===== src/rtl/wptr_full_level.sv =====
// rtl/wptr_full_level.sv - async FIFO write-domain pointer, full/almost-full, level and overflow
module wptr_full_level #(
    parameter int ADDRSIZE = 4
) (
    input  logic                wclk,
    input  logic                wrst_n,
    input  logic                winc,
    input  logic [ADDRSIZE:0]   wq2_rptr,
    input  logic [ADDRSIZE:0]   afull_thresh,
    input  logic                ovf_clr,
    output logic                wen,
    output logic [ADDRSIZE-1:0] waddr,
    output logic [ADDRSIZE:0]   wptr,
    output logic                wfull,
    output logic                wafull,
    output logic [ADDRSIZE:0]   wlevel,
    output logic                wovf
);

    logic [ADDRSIZE:0] wbin_q, wbin_d;
    logic [ADDRSIZE:0] wptr_q, wptr_d;
    logic [ADDRSIZE:0] wlevel_q, wlevel_d;
    logic [ADDRSIZE:0] rbin;
    logic [ADDRSIZE:0] full_ptr;
    logic              wfull_q, wfull_d;
    logic              wafull_q, wafull_d;
    logic              wovf_q, wovf_d;

    // Gated only by the registered full flag, so wq2_rptr never reaches wen combinationally.
    assign wen = winc & ~wfull_q;

    always_comb begin
        rbin = '0;
        for (int i = 0; i <= ADDRSIZE; i++) begin
            rbin[i] = ^(wq2_rptr >> i);
        end
    end

    assign full_ptr = {~wq2_rptr[ADDRSIZE:ADDRSIZE-1], wq2_rptr[ADDRSIZE-2:0]};

    always_comb begin
        wbin_d   = wbin_q + {{ADDRSIZE{1'b0}}, wen};
        wptr_d   = (wbin_d >> 1) ^ wbin_d;
        wlevel_d = wbin_d - rbin;
        wfull_d  = (wptr_d == full_ptr);
        wafull_d = (wlevel_d >= afull_thresh);
        wovf_d   = wovf_q;
        if (winc && wfull_q) begin
            wovf_d = 1'b1;
        end else if (ovf_clr) begin
            wovf_d = 1'b0;
        end
    end

    always_ff @(posedge wclk or negedge wrst_n) begin
        if (!wrst_n) begin
            wbin_q   <= '0;
            wptr_q   <= '0;
            wlevel_q <= '0;
            wfull_q  <= 1'b0;
            wafull_q <= 1'b0;
            wovf_q   <= 1'b0;
        end else begin
            wbin_q   <= wbin_d;
            wptr_q   <= wptr_d;
            wlevel_q <= wlevel_d;
            wfull_q  <= wfull_d;
            wafull_q <= wafull_d;
            wovf_q   <= wovf_d;
        end
    end

    assign waddr  = wbin_q[ADDRSIZE-1:0];
    assign wptr   = wptr_q;
    assign wfull  = wfull_q;
    assign wafull = wafull_q;
    assign wlevel = wlevel_q;
    assign wovf   = wovf_q;

endmodule


===== config.mk =====
export PLATFORM = sky130hd
export DESIGN_NAME = wptr_full_level
export DESIGN_NICKNAME = d
export VERILOG_FILES = /design/src/rtl/wptr_full_level.sv
export SDC_FILE = /design/constraint.sdc
export NUM_CORES = 1
export LEC_CHECK = 0
export ABC_CLOCK_PERIOD_IN_PS = 7400
export BUFFER_PORTS_ARGS = -buffer_cell sky130_fd_sc_hd__buf_2
export CELL_PAD_IN_SITES_DETAIL_PLACEMENT = 2
export CELL_PAD_IN_SITES_GLOBAL_PLACEMENT = 2
export CORE_ASPECT_RATIO = 1.5
export CORE_MARGIN = 1
export CORE_UTILIZATION = 34
export CTS_BUF_LIST = sky130_fd_sc_hd__clkbuf_2
export CTS_CLUSTER_DIAMETER = 80
export CTS_CLUSTER_SIZE = 14
export DETAILED_ROUTE_END_ITERATION = 8
export PLACE_DENSITY = 0.89
export SYNTH_ARGS = -nofsm -noshare
export SYNTH_HDL_FRONTEND = slang
export SYNTH_SLANG_ARGS = --single-unit

===== constraint.sdc =====
create_clock -name wclk -period 7.4 [get_ports wclk]
set_input_delay 0 -clock wclk [delete_from_list [all_inputs] [get_ports wclk]]
set_output_delay 0 -clock wclk [all_outputs]
set_load 0.02 [all_outputs]

==> results of run 1 <==
-- synthesized netlist by cell type (all sizes together) --
master / n
dfrtp: 17
xnor2: 13
inv: 12
ha: 10
xor2: 8
a21o: 4
nor2b: 3
a221oi: 2
nand3: 2
a2111oi: 1
and3: 1
and3b: 1
fa: 1
nand2: 1
nand2b: 1
o21ai: 1
or3: 1
-- logic make-up after synthesis --
logic type / after synthesis / synth area share [%]
AO/OA/AOI/OAI: 8 / 7.22
XOR/XNOR: 21 / 20.5
adder cells (fa/ha/maj): 11 / 15.5
buffers and inverters: 12 / 4.81
flip-flops: 17 / 45.5
AND/OR/NAND/NOR: 10 / 6.55
-- layer usage --
| metal | up-vias | global-route usage (%) |
|---|---|---|
| met4 | 0 | 7.95 |
| met2 | 24 | 33.3 |
| met3 | 5 | 2.46 |
| met1 | 347 | 18.8 |
| met5 | - | 0 |
| li1 | 329 | - |
-- worst paths after layout --
kind                                  from         to  slack, ps  cells past startpoint
max in group asynchronous           wrst_n  wlevel[3]       6990                      2
min in group asynchronous           wrst_n  wbin_q[2]        130                      2
max                              wbin_q[0]     wafull       4440                     10
min                        afull_thresh[4]     wafull         70                      4
max reg2reg                      wbin_q[0]     wafull       4440                     10
min reg2reg                      wbin_q[4]  wbin_q[4]        640                      2
-- stage by stage --
step	hold slack, ps	cell area, sq um	utilization, %	setup slack, ps	std cells
3_3_place_gp	-60.3	1140	44.9	4530	146
2_1_floorplan	-296	936	-	4580	79
6_report	72.1	1190	46.8	4440	153
4_1_cts	61.7	1190	46.8	4420	153
5_1_grt	74.7	1190	46.8	4230	153
3_5_place_dp	-46.7	1140	44.9	4340	146
-- worst max-delay path, stage by stage (launching register included) --
cell      delay [ps]
dfrtp_1          430
and3b_1          200
and3_2           230
xnor2_1          410
inv_1            160
ha_1             350
nor2b_1          150
a221oi_1         320
xnor2_1          200
ha_1             270
a21o_1           150
-- final cells by class --
class	instances	area [sq um]
clock buffers	4	20.0
fillers	290	1350
inverters	12	45.0
multi-input cells	50	465
flip-flops and latches	17	425
well taps	36	45.0
repair buffers	34	185
-- what timing repair did --
item / in CTS / in global routing
hold buffers: 3 / 0
endpoints found under the hold margin: 18 / 0
resized for setup: 0 / 0
-- registers in the layout, summed over array words and instances (netlist names) --
register and flops:
wptr 4, wfull 1, wafull 1, wbin_q 5, wlevel 5, wovf 1
-- power breakdown --
group	total (W)	leakage, nW	internal, W	switching (W)
Sequential	0.000168	0.204	0.000145	0.0000233
Clock	0.0000442	0.0166	0.0000143	0.0000299
Combinational	0.000463	0.408	0.000195	0.000268
==> impl_metrics.csv, run 1 <==
group,metric,value,unit
setup_path,cp.required,7620,ps
grt,antenna_found_initial,0,
place,routabilityCongestion,0.698,
die,die_h,66.3,microns
clock_network,numCtsBuffers,3,
route,drt_wl_total,2230,microns
timing,hold_viol,0,
setup_path,cp-start-kind,"flip-flop",
timing,grt_setup_unrepaired,"false",
synth,synth_sequential_area_ratio,45.5,%
worst_hold_path,hold_path_class,"primary input to flip-flop",
timing,setup_viol,0,
synth,yosysTopAreaCellShare,45.5,%
timing,fmax,338,MHz
die,initial_utilization,37.0,%
synth,synth_area_leaders,"dfrtp_1 45%, ha_1 13%, xnor2_1 12%",
route,routedWlPerCell,14.6,microns
grt,grt_usage,17.8,%
setup_path,worstPathArrival,3170,ps
route,wl_met1,850,microns
clock_network,cts_sinks,17,
power,p_leak,0.629,nW
grt,grt_max_degree,18,
grt,grt_overflow,0,
die,fp.dieArea,2970,sq um
synth,synth_cells,79,
clock_network,cts_buffer_depth,2,
clock_network,clk_pin_slew,160,ps
job,maxCapViolations,0,
die,num_io_pins,32,
layout,nets,143,
place,dp_hpwl,1790,microns
synth,yosys_register_bits,17,
synth,synth_area_per_cell,11.8,sq um
synth,yosysWarnings,0,
route,firstDrtPassIters,3,
power,report.power.total,0.000675,W
clock_network,cts_tree,"yes",
layout,drive_gt1_share,32.5,%
timing,relSlewSlack,66.9,%
clock_network,post-cts-setup-buffer-count,0,
setup_path,cp_max_fo,5,
route,antenna_left,0,
route,drc,0,
timing,tns,0,ps
route,wl_met3,76,microns
synth,synth_area_leader_cell,"dfrtp_1",
power,ir_drop,0.000186,V
synth,synth_nets,104,
route,maxUsedRoutingLayer,"met4",
clock_network,root_buffer,"clkbuf_2",
route,vias_per_cell,4.61,
setup_path,worstSetupPathType,"flip-flop to flip-flop",
die,core_area,2530,sq um
layout,syn_to_final_growth,26.7,%
grt,grt_pass1_vias,773,
clock_network,clock_latency,310,ps
layout,layout_commonest_cell,"buf_2",
clock_network,cts-htree-levels,1,
route,drt_iter0_markers,2,
route,routed-via-count,705,
timing,drv_slew,0,
die,fp.dieW,44.8,microns
die,rows,22,
layout,n_antenna_cell,0,
status,run_status,"finished, final reports clean",
synth,synthDistinctLibCells,18,
route,wl_met2,1260,microns
timing,fin_skew,7.81,ps
synth,syn-cell-area,936,sq um
place,portBuffers,31,
timing,min_period_over_period,40.0,%
timing,fin_crit,2960,ps
power,power_density,569,nW/um^2
setup_path,worst_setup_path_end_kind,"flip-flop",
layout,final_cell_mix,"31 x buf_2, 17 x dfrtp_1, 13 x xnor2_1, 12 x inv_1, 10 x ha_1",
timing,max_slew.worst_pin.slew,493,ps
grt,grt_pass1_wl,3640,microns
No activity file was read; power rests on OpenSTA's default activity.
==> inputs of run 2 (changes only) <==
==> config.mk (replaced) <==
export PLATFORM = sky130hd
export DESIGN_NAME = wptr_full_level
export DESIGN_NICKNAME = d
export VERILOG_FILES = /design/src/rtl/wptr_full_level.sv
export SDC_FILE = /design/constraint.sdc
export NUM_CORES = 1
export LEC_CHECK = 0
export ABC_AREA = 1
export ABC_CLOCK_PERIOD_IN_PS = 3000
export BUFFER_PORTS_ARGS = -buffer_cell sky130_fd_sc_hd__buf_2
export CELL_PAD_IN_SITES_DETAIL_PLACEMENT = 2
export CELL_PAD_IN_SITES_GLOBAL_PLACEMENT = 2
export CORE_ASPECT_RATIO = 1.5
export CORE_MARGIN = 1
export CORE_UTILIZATION = 31
export CTS_BUF_LIST = sky130_fd_sc_hd__clkbuf_2
export CTS_CLUSTER_DIAMETER = 80
export CTS_CLUSTER_SIZE = 14
export DETAILED_ROUTE_END_ITERATION = 8
export PLACE_DENSITY = 0.86
export SYNTH_ARGS = -nofsm -noshare
export SYNTH_HDL_FRONTEND = slang
export SYNTH_SLANG_ARGS = --single-unit
==> constraint.sdc (replaced) <==
create_clock -name wclk -period 3 [get_ports wclk]
set_input_delay 0 -clock wclk [delete_from_list [all_inputs] [get_ports wclk]]
set_output_delay 0 -clock wclk [all_outputs]
set_load 0.02 [all_outputs]
==> run 2 against run 1 <==
Net effect:
- die area increased by 34%
- combinational power increased by 150%
- largest cell class unchanged
- via count increased by 52%
- sequential power increased by 150%
- register-to-register slack got worse by 4200 ps
- power increased by 150%
==> impl_metrics.csv, run 2 <==
group,metric,value,unit
layout,drive_gt1_share,30.1,%
route,routedWlPerCell,15.0,microns
setup_path,cp_max_fo,7,
place,dp_hpwl,2710,microns
die,fp.dieArea,3980,sq um
synth,synthDistinctLibCells,23,
place,dp_cells,211,
synth,syn-cell-area,1150,sq um
setup_path,cp_cell_sequence,"nand3_4 -> inv_1 -> ha_1 -> inv_1 -> fa_1 -> inv_1 -> ha_1 -> a21oi_1 -> o21bai_1 -> a21oi_1 -> o21bai_1",
layout,final_cell_mix,"33 x nand2_1, 31 x buf_2, 25 x inv_1, 17 x dfrtp_1, 15 x nand3_1",
layout,nets,202,
clock_network,post-cts-setup-buffer-count,0,
setup_path,cpMostUsedCell,"inv_1",
layout,syn_to_final_growth,22.3,%
worst_hold_path,worstHoldStart,"wq2_rptr[3]",
timing,grt_setup_unrepaired,"false",
grt,antenna_found_initial,0,
grt,grt_pass1_wl,5530,microns
setup_path,cp-start-kind,"flip-flop",
route,firstDrtPassIters,4,
timing,fmax,369,MHz
place,portBuffers,31,
timing,fin_skew,7.10,ps
timing,hold_ws,35.2,ps
clock_network,cts-htree-levels,1,
timing,max_slew.worst_pin.slew,436,ps
synth,synth_top_family_by_area,"simple AND/OR/NAND/NOR gates",
grt,grt_pass1_vias,1208,
synth,yosysTopAreaCellShare,36.8,%
die,core_area,3480,sq um
setup_path,worstPathArrival,2950,ps
die,initial_utilization,33.2,%
synth,yosys_register_bits,17,
status,run_status,"finished, final reports clean",
setup_path,max_stage_delay,570,ps
grt,met3_usage,1.39,%
power,power_density,1180,nW/um^2
job,maxCapViolations,0,
clock_network,clock_latency,320,ps
grt,use_met2,36.5,%
synth,synth_cells,138,
place,post-place-ws,253,ps
synth,ys.flop_type,"dfrtp_1",
synth,synth.most_common_cell,"nand2_1",
setup_path,cp.required,3230,ps
setup_path,crit_slowest_cell,"fa_1",
worst_hold_path,hold_path_class,"primary input to flip-flop",
synth,synth_mux_area_share,0,%
setup_path,worst_setup_path_end_kind,"flip-flop",
clock_network,clk_pin_slew,180,ps
setup_path,worstSetupPathType,"flip-flop to flip-flop",
synth,synth_compound_area_share,4.98,%
synth,yosys-top-cells-count,"33 x nand2_1, 25 x inv_1, 17 x dfrtp_1",
synth,synth_area_leader_cell,"dfrtp_1",
setup_path,r2r-start,"wbin_q[0]",
route,routed-via-count,1069,
route,drt_wl_total,3270,microns
clock_network,root_buffer,"clkbuf_2",
timing,drv_slew,0,
synth,synth_area_per_cell,8.37,sq um
timing,tns,0,ps
route,vias_per_cell,4.90,
die,die_h,76.8,microns
die,fp.dieW,51.8,microns
timing,setup_viol,0,
clock_network,cts_tree,"yes",
die,rows,26,
layout,finalNonFillerCells,218,
timing,relSlewSlack,70.9,%
grt,grt_usage,18.7,%
power,ir_drop,0.000403,V
setup_path,startpoint,"wbin_q[0]",
synth,synth_edf_count,0,
timing,min_period_over_period,90.4,%
timing,setup_slack,288,ps
synth,synthXorXnorAreaFrac,5.74,%
grt,grt_overflow,0,
timing,fin_crit,2710,ps
place,routabilityCongestion,0.756,
clock_network,cts_sinks,17,
synth,synthArstFlopShare,100,%
synth,synth_area_leaders,"dfrtp_1 37%, ha_1 11%, nand2_1 11%",
grt,grtUsageMet1,19.0,%
timing,hold_viol,0,
clock_network,numCtsBuffers,3,
layout,n_antenna_cell,0,
route,antenna_left,0,
power,p_leak,0.823,nW
grt,grt_max_degree,18,
clock_network,cts-hold-fix-buffers,3,
synth,yosysWarnings,0,
layout,final_util,40.6,%
clock_network,postCtsResizedCells,0,
clock_network,cts_buffer_depth,2,
route,drc,0,
die,num_io_pins,32,
synth,synth_nets,163,
synth,synthSimpleGateAreaFrac,30.8,%
route,drt_iter0_markers,6,
synth,synthAdderAreaFrac,12.6,%
layout,layout_commonest_cell,"nand2_1",
synth,synth_sequential_area_ratio,36.8,%
grt,top_usage_layer,"met2",
## run 2: cell types whose count changed after synthesis, sizes merged, moves of 5 or more
cell   change
inv       +16
nand2     +41
nand3     +16
xnor2     -12
xor2       -5
## run 2: routing by layer
| layer | vias up | wire length, microns |
|---|---|---|
| met5 | - | 0 |
| met4 | 0 | 59 |
| met3 | 5 | 70 |
| met2 | 18 | 1980 |
| met1 | 536 | 1160 |
| li1 | 510 | - |
## run 2: cell families after synthesis
group | Yosys count
and+or+nand+nor | 69
buffers and inverters | 28
DFF | 17
adders and majority gates | 11
AOI/OAI and AO/OA | 8
xor gates and xnor gates | 5
## run 2: stage by stage
stage,cell area (sq um),power [W]
global route,1410,0.00184
floorplan,1150,0.00121
detailed placement,1360,0.00157
finish,1410,0.00167
global placement,1360,0.00149
CTS,1410,0.00170
## run 2: final cells by class
| type | count | area [sq um] |
|---|---|---|
| fillers | 405 | 2070 |
| multi-input cells | 93 | 624 |
| flip-flops and latches | 17 | 425 |
| repair buffers | 34 | 185 |
| inverters | 28 | 105 |
| well taps | 42 | 52.6 |
| clock buffers | 4 | 20.0 |
## run 2: final timing paths
check | end | slack, ps | depth (start not counted)
hold / removal | wfull | 40 | 4
setup / recovery | wafull | 290 | 11
min in group asynchronous | wptr[2] | 120 | 2
setup reg to reg | wafull | 290 | 11
max in group asynchronous | wfull | 2570 | 2
hold reg to reg | wbin_q[4] | 670 | 2
## run 2: power breakdown
group	total, W	leakage [nW]	switching, W	internal (W)
registers	0.000416	0.205	0.0000729	0.000343
clock network	0.000115	0.0166	0.0000801	0.0000353
logic	0.00114	0.601	0.000729	0.000407
total	0.00167	0.823	0.000882	0.000786
## run 2: critical path, delay by kind of cell, from the launching register on
kind                     cells  cell delay, ps
flip-flops                   1             450
buffers and inverters        3             310
AO/OA/AOI/OAI                4             470
AND/OR/NAND/NOR              1             140
adder cells (fa/ha/maj)      3            1270
==> inputs of run 3 (changes only) <==
==> constraint.sdc (replaced) <==
create_clock -name wclk -period 3 [get_ports wclk]
set_input_delay 0 -clock wclk [delete_from_list [all_inputs] [get_ports wclk]]
set_output_delay 0 -clock wclk [all_outputs]
set_load 0.1 [all_outputs]
==> run 3 against run 2 <==
Net effect:
- setup slack worse by 34 ps
- register-to-register slack worse by 30 ps
- cell count unchanged
- maximum frequency down 1.3%
- count of clock-buffer cells in the layout unchanged
==> impl_metrics.csv, run 3 (synthesis gave the netlist of run 2 again) <==
group,metric,value,unit
worst_hold_path,hold_path_class,"primary input to flip-flop",
die,core_area,3480,sq um
timing,setup_viol,0,
grt,grt_pass1_vias,1215,
grt,grt_pass1_wl,5710,microns
place,dp_hpwl,2700,microns
layout,layout_commonest_cell,"nand2_1",
layout,final_cell_mix,"33 x nand2_1, 31 x buf_2, 25 x inv_1, 15 x nand3_1, 15 x dfrtp_1",
layout,syn_to_final_growth,22.5,%
die,initial_utilization,33.2,%
setup_path,worstSetupPathType,"flip-flop to flip-flop",
timing,relSlewSlack,67.0,%
clock_network,numCtsBuffers,3,
timing,fin_skew,7.46,ps
grt,antenna_found_initial,0,
timing,hold_viol,0,
route,vias_per_cell,4.79,
timing,fin_crit,2750,ps
grt,use_met2,36.7,%
clock_network,root_buffer,"clkbuf_2",
die,fp.dieW,51.8,microns
setup_path,cp.required,3210,ps
clock_network,cts_sinks,17,
clock_network,clk_pin_slew,170,ps
route,firstDrtPassIters,3,
layout,fin_area,1420,sq um
clock_network,postCtsResizedCells,0,
setup_path,worst_setup_path_end_kind,"flip-flop",
setup_path,r2r_setup_slack,250,ps
setup_path,rr_worst_depth,11,
route,drt_wl_total,3220,microns
timing,fmax,364,MHz
route,routedWlPerCell,14.8,microns
grt,grt_usage,19.3,%
route,antenna_left,0,
grt,met3_usage,1.79,%
status,run_status,"finished, final reports clean",
die,num_io_pins,32,
worst_hold_path,worstHoldStart,"wq2_rptr[3]",
clock_network,cts-htree-levels,1,
layout,nets,202,
setup_path,cp_max_fo,7,
setup_path,r2r-start,"wbin_q[0]",
setup_path,worstPathArrival,2950,ps
grt,grt_max_degree,18,
job,maxCapViolations,0,
route,drc,0,
die,die_h,76.8,microns
die,rows,26,
place,portBuffers,31,
clock_network,cts_tree,"yes",
timing,drv_slew,0,
worst_hold_path,holdPathStages,4,
grt,grtUsageMet1,20.6,%
route,drt_iter0_markers,9,
setup_path,cp-start-kind,"flip-flop",
timing,min_period_over_period,91.6,%
clock_network,clock_latency,310,ps
timing,tns,0,ps
grt,grt_overflow,0,
layout,n_antenna_cell,0,
clock_network,cts-hold-fix-buffers,3,
die,fp.dieArea,3980,sq um
timing,max_slew.worst_pin.slew,498,ps
place,routabilityCongestion,0.729,
setup_path,r2r_end,"wafull",
route,routed-via-count,1044,
grt,top_usage_layer,"met2",
timing,grt_setup_unrepaired,"false",
worst_hold_path,holdPathEnd,"wfull",
place,placed_cell_area,1370,sq um
clock_network,cts_buffer_depth,2,
layout,drive_gt1_share,31.3,%
clock_network,post-cts-setup-buffer-count,0,
run 3: layout make-up:
class | instances | area [sq um]
Clock buffer | 4 | 20.0
Fill cell | 395 | 2070
Inverter | 28 | 105
Multi-Input combinational cell | 93 | 624
Sequential cell | 17 | 428
Tap cell | 42 | 52.6
Timing Repair Buffer | 34 | 185
run 3: worst max-delay path by stage:
| stage | from | to | slack [ps] |
|---|---|---|---|
| after floorplan | wbin_q[1] | wafull | 120 |
| after global placement | wbin_q[0] | wafull | 340 |
| after detailed placement | wbin_q[0] | wafull | 260 |
| after CTS | wbin_q[0] | wafull | 210 |
| after global routing | wbin_q[0] | wafull | 70 |
| final | wbin_q[0] | wafull | 250 |
run 3: critical path, cell delays in order (launching register included):
cell	delay (ps)
dfrtp_2	460
nand3_4	130
inv_1	60
ha_1	420
inv_1	170
fa_1	570
inv_1	60
ha_1	270
a21oi_1	180
o21bai_1	80
a21oi_1	150
o21bai_1	80
run 3: metrics by stage:
stage          utilization, %  instances  hold slack (ps)  setup slack, ps
2_1_floorplan               -        138             -296              121
3_3_place_gp             39.2        211            -43.1              345
3_5_place_dp             39.2        211            -30.8              256
4_1_cts                  40.7        218             38.9              213
5_1_grt                  40.7        218             58.7             65.9
6_report                 40.7        218             61.1              253
run 3: routing by layer:
metal  up-vias  part of all wire, %
li1        509                    -
met4         0                  1.8
met3         5                  1.8
met2        17                   62
met1       513                   35
met5         -                    0
Power of run 3 is left out: the tool's default activity adds up to more than one toggle a clock period on the data nets, which glitch-free logic cannot reach.
